==> src/rtl/clock_pkg.sv <==
`default_nettype none
// ============================================================================
// Module   : clock_pkg
// Brief    : Shared encodings for the clock front panel (modes, button FSM).
// Revision : 1.0
// ============================================================================
package clock_pkg;

    typedef enum logic [1:0] {
        MODE_RUN      = 2'd0,
        MODE_SET_HOUR = 2'd1,
        MODE_SET_MIN  = 2'd2,
        MODE_ALARM    = 2'd3
    } clock_mode_t;

    typedef enum logic [2:0] {
        BTN_IDLE     = 3'd0,
        BTN_DB_PRESS = 3'd1,
        BTN_PRESSED  = 3'd2,
        BTN_HELD     = 3'd3,
        BTN_DB_REL   = 3'd4
    } btn_state_t;

    // One counter width serves debounce, hold and repeat timing.
    function automatic int cnt_width(input int a, input int b, input int c);
        int m;
        m = a;
        if (b > m) m = b;
        if (c > m) m = c;
        return (m < 2) ? 1 : $clog2(m);
    endfunction

endpackage
`default_nettype wire

==> src/rtl/btn_channel.sv <==
`default_nettype none
// ============================================================================
// Module   : btn_channel
// Brief    : One button: 2-flop synchronizer, debounce/long-press FSM, timers.
// Revision : 1.0
// ============================================================================
module btn_channel
    import clock_pkg::*;
#(
    parameter int DEBOUNCE_CYCLES = 50000,
    parameter int LONG_CYCLES     = 50000000,
    parameter int REPEAT_CYCLES   = 10000000
)(
    input  logic clk,
    input  logic reset,
    input  logic btn_n,
    output logic btn_db,
    output logic press,
    output logic release_pulse,
    output logic long_press,
    output logic repeat_pulse
);

    localparam int CNT_W = cnt_width(DEBOUNCE_CYCLES, LONG_CYCLES, REPEAT_CYCLES);
    // The sample that moves IDLE->DB_PRESS counts as the first stable one.
    localparam logic [CNT_W-1:0] c_DB_LAST   = CNT_W'(DEBOUNCE_CYCLES - 2);
    localparam logic [CNT_W-1:0] c_LONG_LAST = CNT_W'(LONG_CYCLES - 1);
    localparam logic [CNT_W-1:0] c_RPT_LAST  = CNT_W'(REPEAT_CYCLES - 1);
    localparam logic [CNT_W-1:0] c_ONE       = CNT_W'(1);

    logic r_sync1;
    logic r_sync2;

    btn_state_t       r_state;
    logic [CNT_W-1:0] r_db_cnt;
    logic [CNT_W-1:0] r_hold_cnt;
    logic [CNT_W-1:0] r_rpt_cnt;
    logic             r_from_held;
    logic             r_btn_db;
    logic             r_press;
    logic             r_release;
    logic             r_long;
    logic             r_repeat;

    btn_state_t       w_state_nxt;
    logic [CNT_W-1:0] w_db_cnt_nxt;
    logic [CNT_W-1:0] w_hold_cnt_nxt;
    logic [CNT_W-1:0] w_rpt_cnt_nxt;
    logic             w_from_held_nxt;
    logic             w_btn_db_nxt;
    logic             w_press_nxt;
    logic             w_release_nxt;
    logic             w_long_nxt;
    logic             w_repeat_nxt;
    logic             w_s;

    always_ff @(posedge clk or negedge reset) begin
        if (!reset) begin
            r_sync1 <= 1'b1;
            r_sync2 <= 1'b1;
        end else begin
            r_sync1 <= btn_n;
            r_sync2 <= r_sync1;
        end
    end

    assign w_s = r_sync2;

    always_ff @(posedge clk or negedge reset) begin
        if (!reset) begin
            r_state     <= BTN_IDLE;
            r_db_cnt    <= '0;
            r_hold_cnt  <= '0;
            r_rpt_cnt   <= '0;
            r_from_held <= 1'b0;
            r_btn_db    <= 1'b1;
            r_press     <= 1'b0;
            r_release   <= 1'b0;
            r_long      <= 1'b0;
            r_repeat    <= 1'b0;
        end else begin
            r_state     <= w_state_nxt;
            r_db_cnt    <= w_db_cnt_nxt;
            r_hold_cnt  <= w_hold_cnt_nxt;
            r_rpt_cnt   <= w_rpt_cnt_nxt;
            r_from_held <= w_from_held_nxt;
            r_btn_db    <= w_btn_db_nxt;
            r_press     <= w_press_nxt;
            r_release   <= w_release_nxt;
            r_long      <= w_long_nxt;
            r_repeat    <= w_repeat_nxt;
        end
    end

    always_comb begin
        w_state_nxt     = r_state;
        w_db_cnt_nxt    = r_db_cnt;
        w_hold_cnt_nxt  = r_hold_cnt;
        w_rpt_cnt_nxt   = r_rpt_cnt;
        w_from_held_nxt = r_from_held;
        w_btn_db_nxt    = r_btn_db;
        w_press_nxt     = 1'b0;
        w_release_nxt   = 1'b0;
        w_long_nxt      = 1'b0;
        w_repeat_nxt    = 1'b0;

        case (r_state)
            BTN_IDLE: begin
                w_btn_db_nxt = 1'b1;
                if (!w_s) begin
                    w_state_nxt  = BTN_DB_PRESS;
                    w_db_cnt_nxt = '0;
                end
            end

            BTN_DB_PRESS: begin
                w_btn_db_nxt = 1'b1;
                if (w_s) begin
                    w_state_nxt = BTN_IDLE;
                end else if (r_db_cnt == c_DB_LAST) begin
                    w_state_nxt     = BTN_PRESSED;
                    w_btn_db_nxt    = 1'b0;
                    w_press_nxt     = 1'b1;
                    w_hold_cnt_nxt  = '0;
                    w_rpt_cnt_nxt   = '0;
                    w_from_held_nxt = 1'b0;
                end else begin
                    w_db_cnt_nxt = r_db_cnt + c_ONE;
                end
            end

            // A release candidate still ticks the timer but never fires an
            // event; a terminal count waits for the bounce to resolve.
            BTN_PRESSED: begin
                w_btn_db_nxt = 1'b0;
                if (w_s) begin
                    w_state_nxt     = BTN_DB_REL;
                    w_db_cnt_nxt    = '0;
                    w_from_held_nxt = 1'b0;
                    if (r_hold_cnt != c_LONG_LAST)
                        w_hold_cnt_nxt = r_hold_cnt + c_ONE;
                end else if (r_hold_cnt == c_LONG_LAST) begin
                    w_state_nxt   = BTN_HELD;
                    w_long_nxt    = 1'b1;
                    w_rpt_cnt_nxt = '0;
                end else begin
                    w_hold_cnt_nxt = r_hold_cnt + c_ONE;
                end
            end

            BTN_HELD: begin
                w_btn_db_nxt = 1'b0;
                if (w_s) begin
                    w_state_nxt     = BTN_DB_REL;
                    w_db_cnt_nxt    = '0;
                    w_from_held_nxt = 1'b1;
                    if (r_rpt_cnt != c_RPT_LAST)
                        w_rpt_cnt_nxt = r_rpt_cnt + c_ONE;
                end else if (r_rpt_cnt == c_RPT_LAST) begin
                    w_repeat_nxt  = 1'b1;
                    w_rpt_cnt_nxt = '0;
                end else begin
                    w_rpt_cnt_nxt = r_rpt_cnt + c_ONE;
                end
            end

            BTN_DB_REL: begin
                w_btn_db_nxt = 1'b0;
                if (!w_s) begin
                    w_state_nxt = r_from_held ? BTN_HELD : BTN_PRESSED;
                end else if (r_db_cnt == c_DB_LAST) begin
                    w_state_nxt   = BTN_IDLE;
                    w_btn_db_nxt  = 1'b1;
                    w_release_nxt = 1'b1;
                end else begin
                    w_db_cnt_nxt = r_db_cnt + c_ONE;
                end
            end

            default: begin
                w_state_nxt     = BTN_IDLE;
                w_btn_db_nxt    = 1'b1;
                w_db_cnt_nxt    = '0;
                w_hold_cnt_nxt  = '0;
                w_rpt_cnt_nxt   = '0;
                w_from_held_nxt = 1'b0;
            end
        endcase
    end

    assign btn_db        = r_btn_db;
    assign press         = r_press;
    assign release_pulse = r_release;
    assign long_press    = r_long;
    assign repeat_pulse  = r_repeat;

endmodule
`default_nettype wire

==> src/rtl/btn_conditioner.sv <==
`default_nettype none
// ============================================================================
// Module   : btn_conditioner
// Brief    : N independent button channels: debounced level plus event pulses.
// Revision : 1.0
// ============================================================================
module btn_conditioner
    import clock_pkg::*;
#(
    parameter int N_BTN           = 4,
    parameter int DEBOUNCE_CYCLES = 50000,
    parameter int LONG_CYCLES     = 50000000,
    parameter int REPEAT_CYCLES   = 10000000
)(
    input  logic             clk,
    input  logic             reset,
    input  logic [N_BTN-1:0] btn_n,
    output logic [N_BTN-1:0] btn_db,
    output logic [N_BTN-1:0] press,
    output logic [N_BTN-1:0] release_pulse,
    output logic [N_BTN-1:0] long_press,
    output logic [N_BTN-1:0] repeat_pulse
);

    generate
        for (genvar i = 0; i < N_BTN; i++) begin : g_ch
            btn_channel #(
                .DEBOUNCE_CYCLES (DEBOUNCE_CYCLES),
                .LONG_CYCLES     (LONG_CYCLES),
                .REPEAT_CYCLES   (REPEAT_CYCLES)
            ) u_ch (
                .clk           (clk),
                .reset         (reset),
                .btn_n         (btn_n[i]),
                .btn_db        (btn_db[i]),
                .press         (press[i]),
                .release_pulse (release_pulse[i]),
                .long_press    (long_press[i]),
                .repeat_pulse  (repeat_pulse[i])
            );
        end
    endgenerate

endmodule
`default_nettype wire
==> config.mk <==
export PLATFORM = sky130hd
export DESIGN_NAME = btn_conditioner
export DESIGN_NICKNAME = d
export VERILOG_FILES = /design/src/rtl/clock_pkg.sv /design/src/rtl/btn_channel.sv /design/src/rtl/btn_conditioner.sv
export SDC_FILE = /design/constraint.sdc
export NUM_CORES = 1
export LEC_CHECK = 0
export ABC_CLOCK_PERIOD_IN_PS = 3110
export CAP_MARGIN = 40
export CORE_UTILIZATION = 46
export DETAILED_ROUTE_END_ITERATION = 12
export PLACE_DENSITY_LB_ADDON = 0.3
export SLEW_MARGIN = 25
export SYNTH_ARGS = -nofsm -noshare
export SYNTH_HDL_FRONTEND = slang
export SYNTH_SLANG_ARGS = --single-unit
==> constraint.sdc <==
create_clock -name clk -period 3.11 [get_ports clk]
set_input_delay 0.311 -clock clk [delete_from_list [all_inputs] [get_ports clk]]
set_output_delay 0.311 -clock clk [all_outputs]
set_load 0.03 [all_outputs]
==> Yosys cells after proc, flatten, opt, wreduce, memory -nomap -nowiden <==
Index checks and enable logic that the tools add are counted.
W data, S select, Z words.
{ "word_totals": {"inputBits": 6, "register_bits": 356} }
{ "classes": {"n_eq_ne": 96, "n_addsub": 12, "muxes": 188, "bitwise": 8, "reduce_logical": 36} }
{ "ops": {"columns": ["op", "n"], "rows": [
  ["$mux W26", 60],
  ["$pmux W26 S4", 8],
  ["$add A26 B1 Y26 const B", 12],
  ["$pmux W26 S3", 4],
  ["$eq A26 B16 Y1 const B", 4],
  ["$eq A26 B24 Y1 const B", 4],
  ["$eq A26 B26 Y1 const B", 4],
  ["$ne A26 B24 Y1 const B", 4],
  ["$ne A26 B26 Y1 const B", 4],
  ["$mux W3", 32],
  ["$mux W1", 72],
  ["$pmux W3 S5", 4],
  ["$reduce_and A5 Y1", 12],
  ["$ne A2 B1 Y1 const B", 24],
  ["$ne A3 B3 Y1 const B", 12],
  ["$eq A3 B2 Y1 const B", 8],
  ["$ne A2 B2 Y1 const B", 12],
  ["$ne A3 B1 Y1 const B", 8],
  ["$reduce_and A6 Y1", 4],
  ["$pmux W1 S4", 4],
  ["$reduce_and A4 Y1", 4],
  ["$reduce_or A2 Y1", 8],
  ["$eq A3 B1 Y1 const B", 4],
  ["$eq A3 B3 Y1 const B", 4],
  ["other kinds (5)", 24]
]} }

==> Longest topological paths before layout <==
Gate-level depths: netlist of run 1.
{ "logic_depth": {"ltp_word": 4, "depth_mapped": 11} }

==> Modules after synthesis <==
Synthesis of run 1 repeated with hierarchy kept, for this count alone.
{ "unflattened": {"cells_unflattened": 2306, "hier_area_um2": 21094.0} }
{ "modules_own_cells": {"columns": ["module", "n_inst", "area_each_um2", "cells_per_inst", "seq_area_each_um2"], "rows": [
  ["btn_channel (g_ch[0].u_ch ...)", 3, 5281.3, 570, 2230.9],
  ["btn_channel (g_ch[3].u_ch)", 1, 5250.0, 596, 2230.9]
]} }

==> Least setup slack after synthesis of run 1 <==
OpenSTA, ideal clock, no wires.
{ "synth_timing": {"path_kind": "register to register", "startpoint": "register g_ch[1].u_ch.r_db_cnt[0]", "endpoint": "register g_ch[1].u_ch.r_hold_cnt[24]", "path_buffers": 2, "setup_time_ns": 0.078, "arrival_time_ns": 2.597, "stages_incl_launch_ff": 11, "required_ns": 3.032, "setup_slack_ns": 0.435, "cell_sequence": "dfrtp_1 inv_1 ha_1 or4b_1 nor4_2 and4_1 buf_4 o31ai_1 clkbuf_1 or4_1 a21oi_1"} }
{ "synth_via": {"elab_chain_cells": 3} }
{ "synth_rtl": {"columns": ["element", "line", "source"], "rows": [
  ["start: declaration", "btn_channel.sv:35", "logic [CNT_W-1:0] r_db_cnt;"],
  ["start signal: assignment", "btn_channel.sv:83", "r_db_cnt <= w_db_cnt_nxt;"],
  ["$eq A26 B16 Y1", "btn_channel.sv:120", "end else if (r_db_cnt == c_DB_LAST) begin"],
  ["$ne A2 B1 Y1 (no source line)", null, null],
  ["$reduce_and A5 Y1 (no source line)", null, null],
  ["end signal: assignment", "btn_channel.sv:84", "r_hold_cnt <= w_hold_cnt_nxt;"],
  ["end: declaration", "btn_channel.sv:36", "logic [CNT_W-1:0] r_hold_cnt;"]
]} }
No other way between the ends.
A chain may end at the register's enable or synchronous reset.

==> Final worst setup path of run 1 <==
{ "layout_timing": {"startpoint": "register g_ch[3].u_ch.r_db_cnt[11]", "endpoint": "register g_ch[3].u_ch.r_hold_cnt[11]"} }
{ "layout_via": {"elab_chain_cells": 3} }
{ "layout_rtl": {"columns": ["element", "line"], "rows": [
  ["start: declaration", "btn_channel.sv:35"],
  ["start signal: assignment", "btn_channel.sv:83"],
  ["$eq A26 B16 Y1", "btn_channel.sv:120"],
  ["$ne A2 B1 Y1 (no source line)", null],
  ["$reduce_and A5 Y1 (no source line)", null],
  ["end signal: assignment", "btn_channel.sv:84"],
  ["end: declaration", "btn_channel.sv:36"]
]} }
No other way between the ends.

==> results.yml, run 1 <==
die:
  die-area_mm2: 0.0452
  core_area_mm2: 0.0435
  die-height_um: 213
  rows: 76
  io_pins: 26
  die_w_um: 213
  start_util_pct: 47.0
final_layout:
  area_growth_pct: 11.6
  num-nets-final: 2353
  n_antenna_cell: 0
  finalNonFillerCells: 2948
  final_core_utilization_pct: 52.4
  drive_above_1_share_pct: 7.74
  n_fill_cell: 3998
  final_area_mm2: 0.0228
yosys:
  syn_area_per_cell_um2: 8.71
  async_reset_ff_share_pct: 100
  ys.warnings.count: 0
  synthFlopType: "dfrtp_1"
  ys_top_cells_by_count: "dfrtp_1, nand2_1, o21ai_0"
  synth_edf_count: 0
  synthTopCellsByArea: "dfrtp_1, nand2_1, o21ai_0"
  synth_most_common_cell: "dfrtp_1"
  ys_types: 83
  syn_nets: 2365
  ys_ff_latch: 356
  syn_inst: 2343
  yosysSeqAreaShare_pct: 43.7
  netlist_area_mm2: 0.0204
  synth_top_area_share_pct: 42.2
  synth_top_cell_by_area: "dfrtp_1"
sta:
  finalHoldViolCount: 0
  clock.fmax_mhz: 344
  rsz0062_at_grt: "false"
  finalSetupTns_ns: 0
  slew_headroom_pct: 49.5
  min_period_over_period_pct: 93.5
  slew_violations: 0
  worstMarginPinSlew_ns: 0.754
  holdWs_ns: 0.161
  setup_ws_ns: 0.201
  min_period_ns: 2.91
  fin_skew_ns: 0.0143
  setup_viol: 0
power:
  internal_power_mw: 8.06
  power.total_mw: 10.7
  power.switching_mw: 2.59
  power_leakage_nw: 9.09
  ir_worst_vdd_uv: 480
  swShare_pct: 24.4
  power_frac_clock_pct: 47.8
  comb_power_share_pct: 6.9
  p_seq_share_pct: 45.2
  cellPowerDensity_mw_per_mm2: 468
routing:
  drt_wl_total_um: 47500
  drc_errors: 0
  drtIter0Drc: 1406
  wl_per_cell_um: 16.1
  num_vias: 18000
  antenna_left: 0
  via_per_inst: 6.10
  firstDrtPassIters: 5
clocking:
  clockBufferDepth: 3
  root_buffer: "clkbuf_16"
  cts_max_level: 2
  cts_setup_buffers: 0
  cts.sinks: 356
  cts_resized: 0
  clk_pin_slew_ns: 0.06
  cts_hold_buf: 1
  cts_tree: "done"
  cts_buffers: 43
  clkLatencyLatePin_ns: 0.56
global_route:
  grt_usage_pct: 21.4
  grt_pass1_vias: 17100
  grt.met1_usage_pct: 29.2
  antenna_found_initial: 0
  grt.overflow.total: 0
  met3_usage_pct: 3.09
  grtUsageMet2_pct: 35.1
  grt_max_degree: 88
  grt-busiest-layer: "met2"
  grt_pass1_wl_um: 81900
worst_setup_path:
  critPathTopFamily: "simple AND/OR/NAND/NOR gates"
  critPathLaunchType: "flop"
  cp_slowest_cell: "or4_4"
  criticalPathCategory: "flop to flop"
  crit_arrival_ns: 3.38
  critPathBufInv: 1
  crit_required_ns: 3.59
  crit_fanout: 14
  max_stage_delay_ns: 0.55
  cp-end-kind: "flop"
  cp_cell_sequence: "or4_1 > or4_4 > nor4_4 > nor3_1 > buf_4 > or3_1 > a21oi_1"
placement:
  place_area_mm2: 0.0213
  dp_slack_ns: 0.220
  globalplace.congestion: 0.854
  io_buffer_count: 25
  dp.cells: 2869
  hpwl_um: 31300
run_status:
  status: "finished, final reports clean"
flow_run:
  maxCapViolations: 0
hold_path:
  hold_class: "primary input to flop"
## layer usage
layer / wire length, um / part of all wire [%] / vias to the layer above
li1: - / - / 8744
met1: 22000 / 46 / 8775
met2: 22500 / 47 / 403
met3: 2170 / 4.6 / 73
met4: 847 / 1.8 / 0
met5: 0 / 0 / -
## layout make-up
cell class | instances | area (um2) | area share (%)
flip-flops and latches | 356 | 8920 | 39.2
well taps | 585 | 732 | 3.22
clock buffers | 66 | 1290 | 5.69
inverters | 49 | 184 | 0.808
clock inverters | 11 | 138 | 0.605
multi-input cells | 1792 | 10700 | 46.9
repair buffers | 89 | 811 | 3.56
## power groups by stage
stage	clock network, mW	logic [mW]	registers, mW
floorplan	0	0.478	4.84
global placement	0	0.721	4.89
detailed placement	0	0.739	4.90
CTS	5.24	0.742	4.81
global route	5.41	0.823	4.83
finish	5.09	0.739	4.82
## state kept, by name (all words and copies together) (netlist names), 12 cells and up
register,cells
g_ch.u_ch.r_hold_cnt,104
g_ch.u_ch.r_state,12
g_ch.u_ch.r_rpt_cnt,104
g_ch.u_ch.r_db_cnt,104
## final timing paths
check / slack [ns] / start / depth (start not counted) / to
worst max-delay path: 0.20 / g_ch[3].u_ch.r_db_cnt[11] / 7 / g_ch[3].u_ch.r_hold_cnt[11]
worst min-delay path: 0.16 / btn_n[0] / 1 / g_ch[0].u_ch.r_sync1
worst max register to register: 0.20 / g_ch[3].u_ch.r_db_cnt[11] / 7 / g_ch[3].u_ch.r_hold_cnt[11]
worst min register to register: 0.36 / g_ch[0].u_ch.r_sync1 / 0 / g_ch[0].u_ch.r_sync2
max in group asynchronous: 1.86 / reset / 3 / g_ch[3].u_ch.btn_db
min in group asynchronous: 0.39 / reset / 2 / g_ch[1].u_ch.r_rpt_cnt[3]
## placed cells by master, fill, tap and decap left out, drive strengths merged, types with 10 or more instances in the layout
| cell | Yosys | routed |
|---|---|---|
| inv | 46 | 46 |
| and2 | 45 | 45 |
| nand2 | 243 | 243 |
| and4 | 35 | 35 |
| a41oi | 13 | 13 |
| nand4 | 67 | 67 |
| nor2b | 13 | 13 |
| clkinv | 3 | 11 |
| nor3 | 58 | 58 |
| dfstp | 12 | 12 |
| or2 | 10 | 10 |
| a21oi | 154 | 154 |
| nand2b | 14 | 14 |
| o31a | 10 | 10 |
| nor4b | 23 | 23 |
| xor2 | 19 | 19 |
| and3 | 73 | 73 |
| nor2 | 163 | 163 |
| clkbuf | 102 | 67 |
| clkdlybuf4s50 | 0 | 24 |
| a31oi | 74 | 74 |
| or3 | 87 | 87 |
| mux2i | 10 | 10 |
| xnor2 | 40 | 40 |
| buf | 44 | 63 |
| or4 | 56 | 56 |
| ha | 16 | 16 |
| nand3 | 119 | 119 |
| o21a | 11 | 11 |
| o211ai | 31 | 31 |
| nor4 | 51 | 51 |
| o31ai | 56 | 56 |
| o21ai | 180 | 180 |
| nor3b | 11 | 11 |
| dfrtp | 344 | 344 |
## cell families after synthesis
group                    after synthesis  share of synthesized area, %
multiplexers                          13                         0.656
flip-flops                           356                          43.7
XOR/XNOR                              59                          2.53
AND/OR/NAND/NOR                     1099                          29.6
buffers and inverters                195                          4.08
AO/OA/AOI/OAI                        605                          18.4
adder cells (fa/ha/maj)               16                         0.981
No activity file was read; power rests on OpenSTA's default activity.
==> run 2, diff against run 1 <==
--- a/config.mk
+++ b/config.mk
@@ -5,9 +5,10 @@
 export SDC_FILE = /design/constraint.sdc
 export NUM_CORES = 1
 export LEC_CHECK = 0
+export ABC_AREA = 1
 export ABC_CLOCK_PERIOD_IN_PS = 3110
 export CAP_MARGIN = 40
-export CORE_UTILIZATION = 46
+export CORE_UTILIZATION = 45
 export DETAILED_ROUTE_END_ITERATION = 12
 export PLACE_DENSITY_LB_ADDON = 0.3
 export SLEW_MARGIN = 25
==> run 2 against run 1 <==
Clock skew rose by 0.0092 ns. Die area rose by 18%. Flip-flop and latch count did not move. Wire length rose by 21%. Sequential share of layout area fell by 4.8 points. Synthesized area rose by 15%. Combinational power rose to 5.3 times the previous value. Via count rose by 21%. Critical path depth rose by 3. Worst setup slack improved by 0.49 ns. Design area rose by 14%. Critical path type unchanged. Largest cell class unchanged. Highest routed layer unchanged.
==> results.yml, run 2 <==
run_status:
  status: "finished, final reports clean"
worst_setup_path:
  path_common_cell: "nand2_1"
  crit_path_end: "g_ch[0].u_ch.r_rpt_cnt[1]"
  criticalPathCategory: "flop to flop"
  cp-end-kind: "flop"
  r2r_end: "g_ch[0].u_ch.r_rpt_cnt[1]"
  cp_slowest_cell: "nand3_2"
  max_stage_delay_ns: 0.48
  crit_fanout: 26
  crit_arrival_ns: 2.88
  critPathLaunchType: "flop"
  cp_cell_sequence: "ha_1 > nand2_1 > nor2_4 > nand2_1 > nor2_1 > nand4_1 > nand2_1 > nand3_2 > nand2_1 > nand2_1"
  rrSetupSlack_ns: 0.69
  crit_required_ns: 3.57
  reg2reg_from: "g_ch[0].u_ch.r_hold_cnt[0]"
  r2r_cells: 10
  startpoint: "g_ch[0].u_ch.r_hold_cnt[0]"
routing:
  drt_wl_total_um: 57500
  drtIter0Drc: 1665
  wl_met1_um: 28700
  dr.max_layer_used: "met4"
  wl_per_cell_um: 13.4
  firstDrtPassIters: 6
  met2_length_um: 25300
  wl_met3_um: 2190
  antenna_left: 0
  via_per_inst: 5.10
  num_vias: 21800
  drc_errors: 0
clocking:
  clkLatencyLatePin_ns: 0.59
  root_buffer: "clkbuf_16"
  cts.sinks: 356
  cts_max_level: 2
  clk_pin_slew_ns: 0.06
  cts_setup_buffers: 0
  cts_tree: "done"
  cts_resized: 0
  cts_buffers: 44
  clockBufferDepth: 3
placement:
  io_buffer_count: 25
  hpwl_um: 41600
  globalplace.congestion: 0.958
  dp_slack_ns: 0.669
final_layout:
  reg_top3: "g_ch.u_ch.r_db_cnt (104), g_ch.u_ch.r_hold_cnt (104), g_ch.u_ch.r_rpt_cnt (104)"
  n_antenna_cell: 0
  final_core_utilization_pct: 50.3
  area_growth_pct: 10.2
  layout_common_cells: "nand2_1, nor2_1, inv_1"
  drive_above_1_share_pct: 5.13
  n_fill_cell: 5247
  register_area_mm2: 0.00892
  num-nets-final: 3592
  final_common_cell: "nand2_1"
  multi_input_area_mm2: 0.0126
yosys:
  synthTopCellsByArea: "dfrtp_1, nand2_1, nor2_1"
  yosysSeqAreaShare_pct: 38.0
  synth_top_cell_by_area: "dfrtp_1"
  syn_area_per_cell_um2: 6.60
  synth_edf_count: 0
  netlist_area_mm2: 0.0235
  ys_types: 43
  ys_top_cells_by_count: "nand2_1, nor2_1, inv_1"
  synthFlopType: "dfrtp_1"
  synth_top_area_share_pct: 36.6
  ys_ff_latch: 356
  syn_nets: 3583
  async_reset_ff_share_pct: 100
  ys.warnings.count: 0
  synth_most_common_cell: "nand2_1"
  syn_inst: 3561
power:
  ir_worst_vdd_uv: 421
  power_frac_clock_pct: 37.2
  comb_power_share_pct: 27.2
  power.switching_mw: 5.47
  power_leakage_nw: 11.5
  p_seq_share_pct: 35.6
  cellPowerDensity_mw_per_mm2: 559
  swShare_pct: 37.8
  power.total_mw: 14.5
  internal_power_mw: 9.02
die:
  start_util_pct: 45.6
  io_pins: 26
  die-area_mm2: 0.0532
  core_area_mm2: 0.0515
  rows: 83
  die_w_um: 231
  die-height_um: 231
sta:
  min_period_ns: 2.42
  rsz0062_at_grt: "false"
  setup_ws_ns: 0.687
  finalSetupTns_ns: 0
  setup_viol: 0
  slew_headroom_pct: 49.2
  clock.fmax_mhz: 413
  fin_skew_ns: 0.0235
  finalHoldViolCount: 0
  holdWs_ns: 0.141
  min_period_over_period_pct: 77.9
  slew_violations: 0
  worstMarginPinSlew_ns: 0.761
global_route:
  grt_usage_pct: 22.1
  grt_pass1_vias: 20300
  grt.overflow.total: 0
  antenna_found_initial: 0
  grt_pass1_wl_um: 99300
  grt_max_degree: 78
hold_path:
  hold_class: "primary input to flop"
flow_run:
  maxCapViolations: 0
-- run 2: changes by cell type after synthesis, sizes merged, moves of 103 or more --
cell   previous run  this run
nand2           243      1199
inv              46       372
nor2            163       561
nand3           119       332
a21oi           154        25
xor2             19       122
-- run 2: cell type report --
type	count	share of cell area, %
Multi-Input combinational cell	2735	48.7
Sequential cell	356	34.5
Inverter	375	5.44
Clock buffer	57	4.79
Tap cell	680	3.28
Timing Repair Buffer	58	2.14
Clock inverter	25	1.14
-- run 2: worst min path at each step --
| stage | from | depth (start not counted) | endpoint | slack [ns] |
|---|---|---|---|---|
| 2_1_floorplan | reset | 0 | g_ch[0].u_ch.long_press | 0.02 |
| 3_3_place_gp | g_ch[0].u_ch.r_sync1 | 0 | g_ch[0].u_ch.r_sync2 | 0.35 |
| 3_5_place_dp | g_ch[0].u_ch.r_sync1 | 0 | g_ch[0].u_ch.r_sync2 | 0.35 |
| 4_1_cts | btn_n[0] | 1 | g_ch[0].u_ch.r_sync1 | 0.10 |
| 5_1_grt | btn_n[0] | 1 | g_ch[0].u_ch.r_sync1 | 0.12 |
| 6_report | btn_n[1] | 1 | g_ch[1].u_ch.r_sync1 | 0.14 |
-- run 2: power groups by stage --
stage | registers, mW | clock network, mW | logic [mW]
finish | 5.16 | 5.40 | 3.93
detailed placement | 5.24 | 0 | 3.97
floorplan | 5.17 | 0 | 3.06
CTS | 5.16 | 5.57 | 3.99
global route | 5.20 | 5.73 | 4.45
global placement | 5.23 | 0 | 3.93
-- run 2: metrics by stage --
stage | area, um2 | std cells
floorplan | 23500 | 3561
global placement | 24300 | 4202
detailed placement | 24400 | 4203
CTS | 25900 | 4286
global route | 25900 | 4286
finish | 25900 | 4286
-- run 2: routing by layer --
layer / vias up / GRT usage [%]
li1: 11300 / -
met1: 10000 / 31.9
met2: 407 / 34.8
met3: 89 / 2.42
met4: 0 / 6.37
met5: - / 0
-- run 2: timing repair --
item                                   in CTS  in global routing
hold buffers                                1                  0
setup endpoints to repair                   0                  0
endpoints found under the hold margin      68                  0
-- run 2: cell families after synthesis --
kind of cell / after synthesis / share of synthesized area, %
simple gates: 2331 / 41.6
xor+xnor: 153 / 5.70
buf+inv: 470 / 8.35
flops: 356 / 38.0
fa+ha+maj: 16 / 0.852
compound gates: 235 / 5.52
-- run 2: worst max-delay path: cells and delay by family, from the launching register on --
family	cells	cell delay, ns
flops	1	0.41
simple gates	9	1.66
fa+ha+maj	1	0.21
==> run 3, diff against run 2 <==
--- a/config.mk
+++ b/config.mk
@@ -6,7 +6,7 @@
 export NUM_CORES = 1
 export LEC_CHECK = 0
 export ABC_AREA = 1
-export ABC_CLOCK_PERIOD_IN_PS = 3110
+export ABC_CLOCK_PERIOD_IN_PS = 2000
 export CAP_MARGIN = 40
 export CORE_UTILIZATION = 45
 export DETAILED_ROUTE_END_ITERATION = 12
==> constraint.sdc (replaced) <==
create_clock -name clk -period 2 [get_ports clk]
set_input_delay 0.2 -clock clk [delete_from_list [all_inputs] [get_ports clk]]
set_output_delay 0.2 -clock clk [all_outputs]
set_load 0.03 [all_outputs]
==> run 3 against run 2 <==
Critical path depth is 9 lower. Clock-buffer cell count is 2 lower. Sequential power is 53% higher. Worst setup slack worse by 0.63 ns. Design area is 6.9% higher. Sequential share of layout area is 2.2 points lower. Critical path type is now flop to primary output. Critical endpoint is now btn_db[1]. Highest routed layer unchanged.
==> results.yml, run 3 (synthesized netlist as in run 2, its figures left out) <==
run_status:
  status: "finished, final reports clean"
sta:
  finalHoldViolCount: 0
  setup_ws_ns: 0.0554
  setup_viol: 0
  fin_skew_ns: 0.0249
  worstMarginPinSlew_ns: 0.507
  min_period_over_period_pct: 97.2
  slew_violations: 0
  clock.fmax_mhz: 514
  slew_headroom_pct: 66.2
  holdWs_ns: 0.0344
  rsz0062_at_grt: "true"
  min_period_ns: 1.94
worst_setup_path:
  cp_cell_sequence: "clkdlybuf4s50_1"
  crit_arrival_ns: 1.74
  crit_required_ns: 1.80
  reg2reg_from: "g_ch[3].u_ch.r_db_cnt[0]"
  r2r_cells: 14
  cp-end-kind: "primary output"
  max_stage_delay_ns: 0.66
  critPathBufInv: 1
  criticalPathCategory: "flop to primary output"
  r2r_end: "g_ch[3].u_ch.r_rpt_cnt[3]"
  critPathTopFamily: "buffers and inverters"
  rrSetupSlack_ns: 0.10
  startpoint: "g_ch[1].u_ch.btn_db"
  crit_fanout: 1
  critPathLaunchType: "flop"
  cp_slowest_cell: "clkdlybuf4s50_1"
clocking:
  cts.sinks: 356
  clk_pin_slew_ns: 0.05
  root_buffer: "clkbuf_16"
  clkLatencyLatePin_ns: 0.58
  cts_tree: "done"
  cts_buffers: 44
  clockBufferDepth: 3
  cts_max_level: 2
global_route:
  grt_pass1_vias: 20900
  grtUsageMet2_pct: 36.1
  grt_pass1_wl_um: 101000
  grt.met1_usage_pct: 31.8
  antenna_found_initial: 0
  grt_max_degree: 56
  grt_usage_pct: 22.4
  grt.overflow.total: 0
  met3_usage_pct: 2.87
  grt-busiest-layer: "met2"
hold_path:
  whs_path_depth: 1
  hold_class: "primary input to flop"
  min_to: "g_ch[1].u_ch.r_sync1"
  worstHoldStart: "btn_n[1]"
die:
  io_pins: 26
  die-height_um: 231
  core_area_mm2: 0.0515
  start_util_pct: 45.6
  rows: 83
  die_w_um: 231
  die-area_mm2: 0.0532
routing:
  antenna_left: 0
  via_per_inst: 5.10
  wl_per_cell_um: 13.6
  firstDrtPassIters: 5
  drtIter0Drc: 1690
  drc_errors: 0
  num_vias: 22700
  drt_wl_total_um: 60500
final_layout:
  final_core_utilization_pct: 53.8
  layout_common_cells: "nand2_1, nor2_1, inv_1"
  drive_above_1_share_pct: 10.6
  n_antenna_cell: 0
  finalNonFillerCells: 4448
  num-nets-final: 3754
  area_growth_pct: 17.8
  final_common_cell: "nand2_1"
  reg_top3: "g_ch.u_ch.r_db_cnt (104), g_ch.u_ch.r_hold_cnt (104), g_ch.u_ch.r_rpt_cnt (104)"
placement:
  dp_slack_ns: -0.0384
  globalplace.congestion: 0.963
  hpwl_um: 42800
  dp.cells: 4322
  io_buffer_count: 25
power:
  cellPowerDensity_mw_per_mm2: 921
  power_leakage_nw: 12.4
  ir_worst_vdd_uv: 689
flow_run:
  maxCapViolations: 0
[run 3: cell types whose count changed in the layout (fill, tap and decap cells not counted), sizes merged]
cell           previous run  this run
buf                      33       185
bufinv                    5         8
clkbuf                   57        61
clkdlybuf4s50            24        23
clkinv                   15        16
clkinvlp                  6         8
dlygate4sd2               0         1
dlygate4sd3               1         2
inv                     374       373
[run 3: how the worst max path moves through the flow]
stage,to,cells after the start,slack (ns)
after global placement,g_ch[3].u_ch.r_hold_cnt[8],11,0.02
after CTS,g_ch[3].u_ch.r_rpt_cnt[9],13,0.0006
after global routing,g_ch[1].u_ch.r_hold_cnt[21],14,-0.07
after floorplan,g_ch[2].u_ch.r_rpt_cnt[12],11,0.12
final,btn_db[1],1,0.06
after detailed placement,g_ch[0].u_ch.r_hold_cnt[23],10,-0.04
[run 3: worst register-to-register path, delay by kind of cell (launching register included)]
kind                     cells  cell delay (ns)
AND/OR/NAND/NOR             10             0.90
adder cells (fa/ha/maj)      1             0.16
flip-flops                   1             0.39
buffers and inverters        3             0.39
[run 3: final cells by class]
class | count | area, um2
timing repair inverter | 3 | 23.8
clock buffer | 55 | 1190
timing repair buffer | 217 | 2050
fill | 4992 | 23800
inverter | 375 | 1440
clock inverter | 27 | 364
sequential | 356 | 8920
tap | 680 | 851
multi-input combinational | 2735 | 12800
[run 3: timing repair]
item,CTS,global route
resized for setup,4,95
hold endpoints to repair,224,0
hold buffers,2,0
buffers inserted,0,28
cloned,0,14
endpoints found under the setup margin,11,288
pin swaps,0,24
[run 3: metrics by stage]
stage          instance area (um2)  total power, mW  TNS [ns]
2_1_floorplan                23500             12.8         0
3_3_place_gp                 25400             15.3         0
3_5_place_dp                 25400             15.3   -0.0393
4_1_cts                      27000             24.1         0
5_1_grt                      27700             26.9     -1.61
6_report                     27700             25.5         0
[run 3: routing by layer]
metal	vias up	share of wire [%]
li1	11700	-
met1	10400	48
met2	550	45
met3	91	4.9
met4	0	1.9
met5	-	0
[run 3: power breakdown]
group	total (mW)	internal (mW)	switching, mW
Clock	8.57	5.29	3.28
Combinational	9.01	3.21	5.80
Sequential	7.92	7.61	0.316
Total	25.5	16.1	9.39
